`config.mk`:
```
export PLATFORM = sky130hd
export DESIGN_NAME = uart_tx_frame_ctrl
export DESIGN_NICKNAME = d
export VERILOG_FILES = /design/src/rtl/uart_tx_frame_ctrl.sv
export SDC_FILE = /design/constraint.sdc
export NUM_CORES = 1
export LEC_CHECK = 0
export CORE_MARGIN = 3
export CORE_UTILIZATION = 35
export CTS_CLUSTER_DIAMETER = 100
export CTS_CLUSTER_SIZE = 14
export DETAILED_ROUTE_END_ITERATION = 8
export GPL_TIMING_DRIVEN = 0
export MAX_ROUTING_LAYER = met4
export PLACE_DENSITY = 0.63
export RECOVER_POWER = 50
export SYNTH_ARGS = -nofsm -noshare
export SYNTH_HDL_FRONTEND = slang
export SYNTH_SLANG_ARGS = --single-unit
```
`constraint.sdc`:
```
create_clock -name CLK -period 2.3 [get_ports CLK]
set_input_delay 0.46 -clock CLK [delete_from_list [all_inputs] [get_ports CLK]]
set_output_delay 0.46 -clock CLK [all_outputs]
set_load 0.1 [all_outputs]
```
`src/rtl/uart_tx_frame_ctrl.sv`:
```
// ============================================================================
// Module   : uart_tx_frame_ctrl
// Purpose  : UART Tx framing - start, WIDTH data bits LSB-first, optional
//            parity bit, one stop bit; one bit per baud clock.
// Revision : 1.0 - initial release
// ============================================================================
`default_nettype none

module uart_tx_frame_ctrl #(
  parameter int WIDTH = 8
) (
  input  logic             CLK,
  input  logic             RST,
  input  logic [WIDTH-1:0] P_DATA,
  input  logic             DATA_VALID,
  input  logic             PAR_EN,
  input  logic             Parity_Bit,
  output logic             TX_OUT,
  output logic             BUSY
);

  localparam int CNT_W = $clog2(WIDTH);
  localparam logic [CNT_W-1:0] c_LAST_BIT = CNT_W'(WIDTH - 1);

  typedef enum logic [2:0] {
    S_IDLE   = 3'd0,
    S_START  = 3'd1,
    S_DATA   = 3'd2,
    S_PARITY = 3'd3,
    S_STOP   = 3'd4
  } state_t;

  state_t           state_q;
  logic [WIDTH-1:0] shift_q;
  logic [CNT_W-1:0] cnt_q;
  logic             parity_q;
  logic             par_en_q;
  logic             tx_q;
  logic             busy_q;
  logic             accept_d;

  assign accept_d = DATA_VALID && ((state_q == S_IDLE) || (state_q == S_STOP));

  // Outputs are loaded with the value for the state being entered, so the
  // line reflects the new state from the same edge.
  always_ff @(posedge CLK) begin
    if (RST) begin
      state_q  <= S_IDLE;
      shift_q  <= '0;
      cnt_q    <= '0;
      parity_q <= 1'b0;
      par_en_q <= 1'b0;
      tx_q     <= 1'b1;
      busy_q   <= 1'b0;
    end else begin
      case (state_q)
        S_IDLE, S_STOP: begin
          if (accept_d) begin
            shift_q  <= P_DATA;
            par_en_q <= PAR_EN;
            state_q  <= S_START;
            tx_q     <= 1'b0;
            busy_q   <= 1'b1;
          end else begin
            state_q  <= S_IDLE;
            tx_q     <= 1'b1;
            busy_q   <= 1'b0;
          end
        end
        S_START: begin
          parity_q <= Parity_Bit;
          cnt_q    <= '0;
          state_q  <= S_DATA;
          tx_q     <= shift_q[0];
          shift_q  <= shift_q >> 1;
          busy_q   <= 1'b1;
        end
        S_DATA: begin
          if (cnt_q == c_LAST_BIT) begin
            if (par_en_q) begin
              state_q <= S_PARITY;
              tx_q    <= parity_q;
              busy_q  <= 1'b1;
            end else begin
              state_q <= S_STOP;
              tx_q    <= 1'b1;
              busy_q  <= 1'b0;
            end
          end else begin
            cnt_q   <= cnt_q + 1'b1;
            tx_q    <= shift_q[0];
            shift_q <= shift_q >> 1;
            busy_q  <= 1'b1;
          end
        end
        S_PARITY: begin
          state_q <= S_STOP;
          tx_q    <= 1'b1;
          busy_q  <= 1'b0;
        end
        default: begin
          state_q <= S_IDLE;
          tx_q    <= 1'b1;
          busy_q  <= 1'b0;
        end
      endcase
    end
  end

  assign TX_OUT = tx_q;
  assign BUSY   = busy_q;

endmodule

`default_nettype wire

```
==> metrics.txt <==
Pre-Repair DR Iteration Count 4; overall routing resource usage 0.121; Hold Path Depth 2; Final min period 2.20 ns; Synth top area share 0.388; DIE AREA 3310 µm²; total number of vias 722; final core occ 0.448; final setup violation count 0; Core ar. 2500 µm²; largest net degree at the start of global routing 11; CP Buf/Inv Count 1; WP data required 1.84 ns; Synth async-reset ratio 0; Max Slew Vio Count 0; cell area after synthesis 930 µm²; worst path arrival time 1.74 ns; CP endpoint kind output port; Worst Skew 0.00363 ns; crit path cell chain clkdlybuf4s50_1; layout cell share with drive strength beyond 1 0.168; gpl congestion 0.786; Worst Reg-to-Reg Cells 7; first-pass GRT wire length 3060 µm; VDD IR max 0.361 mV; warnings from Yosys 0; final period utilization 0.958; Slowest-stage cell, CP clkdlybuf4s50_1; Crit path max-delay family buffers and inverters; maxcap violations 0; Synth area leader dfxtp_1; worst-skew pair later-pin latency 0.29 ns; TritonCTS clock tree built; CTS Buffer Depth 2; # diodes 0; M1 GR Usage 0.151; Worst Path Max Fanout 1; nets@finish 129; count leader, synth dfxtp_1; CP peak stage delay 1.12 ns; Clock transition at path regs 0.10 ns; #FFs+latches synth 18; DP HPWL 1360 µm; Slew @ Worst Pin 0.960 ns; Setup crit start kind flip-flop; post-synthesis area per instance 9.68 µm²; busiest grt layer met2; Post-Route WL 1780 µm; die span in y 57.5 µm; CP Depth 1; Synth Net Count 111; PortBufs 13; initial antenna violation count 0; GR Util met2 0.192; Area Overhead vs Synth 20.6%; top_reg_cell synth dfxtp_1; RSZ-0062 raised after global routing no; Post-Syn Instances 96; # rows 18; setup TNS 0 ns; CTS sink cnt 18; setup bufs post-CTS 0; met3 Use GR 0.0452; Avg WL per Cell 12.4 µm; vias in the first global route 677; Fin. Hold Viols 0; synth top area cells dfxtp_1 (39%), mux2i_1 (8.6%), a211oi_2 (8.1%); starting density of the core 0.372; pwr/cell area 675 nW/µm²; Pleak 0.411 nW; H-tree depth 1; initial drt markers 9; Tightest Hold Check Type reg -> reg; total gr overflow 0; relative slew slack 0.358; CTS Root Cell clkbuf_4; CTS buffer count 3; Crit Path Category reg -> out; chip width 57.5 µm; EDFF count, synth 0; Ports 15; sequential-to-total area share from yosys stat 0.388; Resized cells post-CTS 0; status finished, final reports clean; fmax 0.454 GHz; Final ANT Viol Nets 0; commonest cells in the netlist dfxtp_1 (18), nor2_1 (13), mux2i_1 (8), a21oi_1 (7), a211oi_2 (6); distinct cell type count of the synthesized netlist 30; Worst Hold Slack 0.470 ns; Hold Buf Count CTS 0; # DRC 0; Vias/cell 5.05
final cells by class:
class | count | area, µm²
multi-input combinational | 70 | 509
sequential | 18 | 360
buffer | 6 | 40.0
timing repair buffer | 13 | 130
tap | 30 | 37.5
inverter | 2 | 7.51
clock buffer | 4 | 36.3
fill | 259 | 1380
cell families (layout without fill, tap and decap cells):
kind of cell / count (synthesis) / count (layout) / share of synthesized area
AND/OR/NAND/NOR: 36 / 36 / 0.217
buffers and inverters: 8 / 25 / 0.0511
adder cells (fa/ha/maj): 3 / 3 / 0.0377
multiplexers: 8 / 8 / 0.0861
flip-flops: 18 / 18 / 0.388
AO/OA/AOI/OAI: 23 / 23 / 0.221
power by group:
part,leakage (nW),total (mW),switching (mW),internal [mW]
Sequential,0.148,0.354,0.0140,0.340
Combinational,0.241,0.207,0.116,0.0905
Clock,0.0210,0.196,0.0998,0.0965
Total,0.411,0.757,0.230,0.527
layer usage:
layer / up-vias / wire length (µm)
met3: 2 / 99
li1: 377 / -
met1: 327 / 852
met5: - / 0
met2: 16 / 815
met4: 0 / 12
per-stage QoR:
stage	total power [mW]	instance area [µm²]	cells	worst slack (ns)
final	0.757	1120	143	0.0977
after global routing	0.801	1120	143	0.0491
after CTS	0.772	1130	143	0.0800
after detailed placement	0.573	1100	139	0.361
after global placement	0.569	1100	139	0.370
after floorplan	0.522	930	96	0.506
registers in the layout, summed over array words and instances (netlist names):
| signal | cells |
|---|---|
| cnt_q | 3 |
| state_q | 3 |
| parity_q | 1 |
| TX_OUT | 1 |
| BUSY | 1 |
| shift_q | 8 |
| par_en_q | 1 |
final timing paths:
kind / start / end / slack (ns)
worst max-delay path: TX_OUT$_SDFF_PP1_ / TX_OUT / 0.1
worst max register to register: cnt_q[0]$_SDFFE_PP0P_ / shift_q[4]$_SDFFE_PP0P_ / 0.34
worst min register to register: cnt_q[1]$_SDFFE_PP0P_ / cnt_q[1]$_SDFFE_PP0P_ / 0.47
worst min-delay path: cnt_q[1]$_SDFFE_PP0P_ / cnt_q[1]$_SDFFE_PP0P_ / 0.47
cell usage in the layout (no fill, tap or decap), drive strengths merged:
cell type      Yosys  routed
clkdlybuf4s50      0      12
ha                 2       2
nand3b             1       1
o21ai              1       1
nand2              5       5
a31oi              2       2
dfxtp             18      18
nor4               1       1
nor3               2       2
mux2i              8       8
clkbuf             1       6
or3b               2       2
dlygate4sd3        0       1
maj3               1       1
nand2b             6       6
nand3              3       3
a21o               1       1
o21a               2       2
a211oi             8       8
buf                5       4
inv                2       2
nor3b              2       2
or2                1       1
a21oi              9       9
nor2              13      13
(Power assumes the default switching activity.)
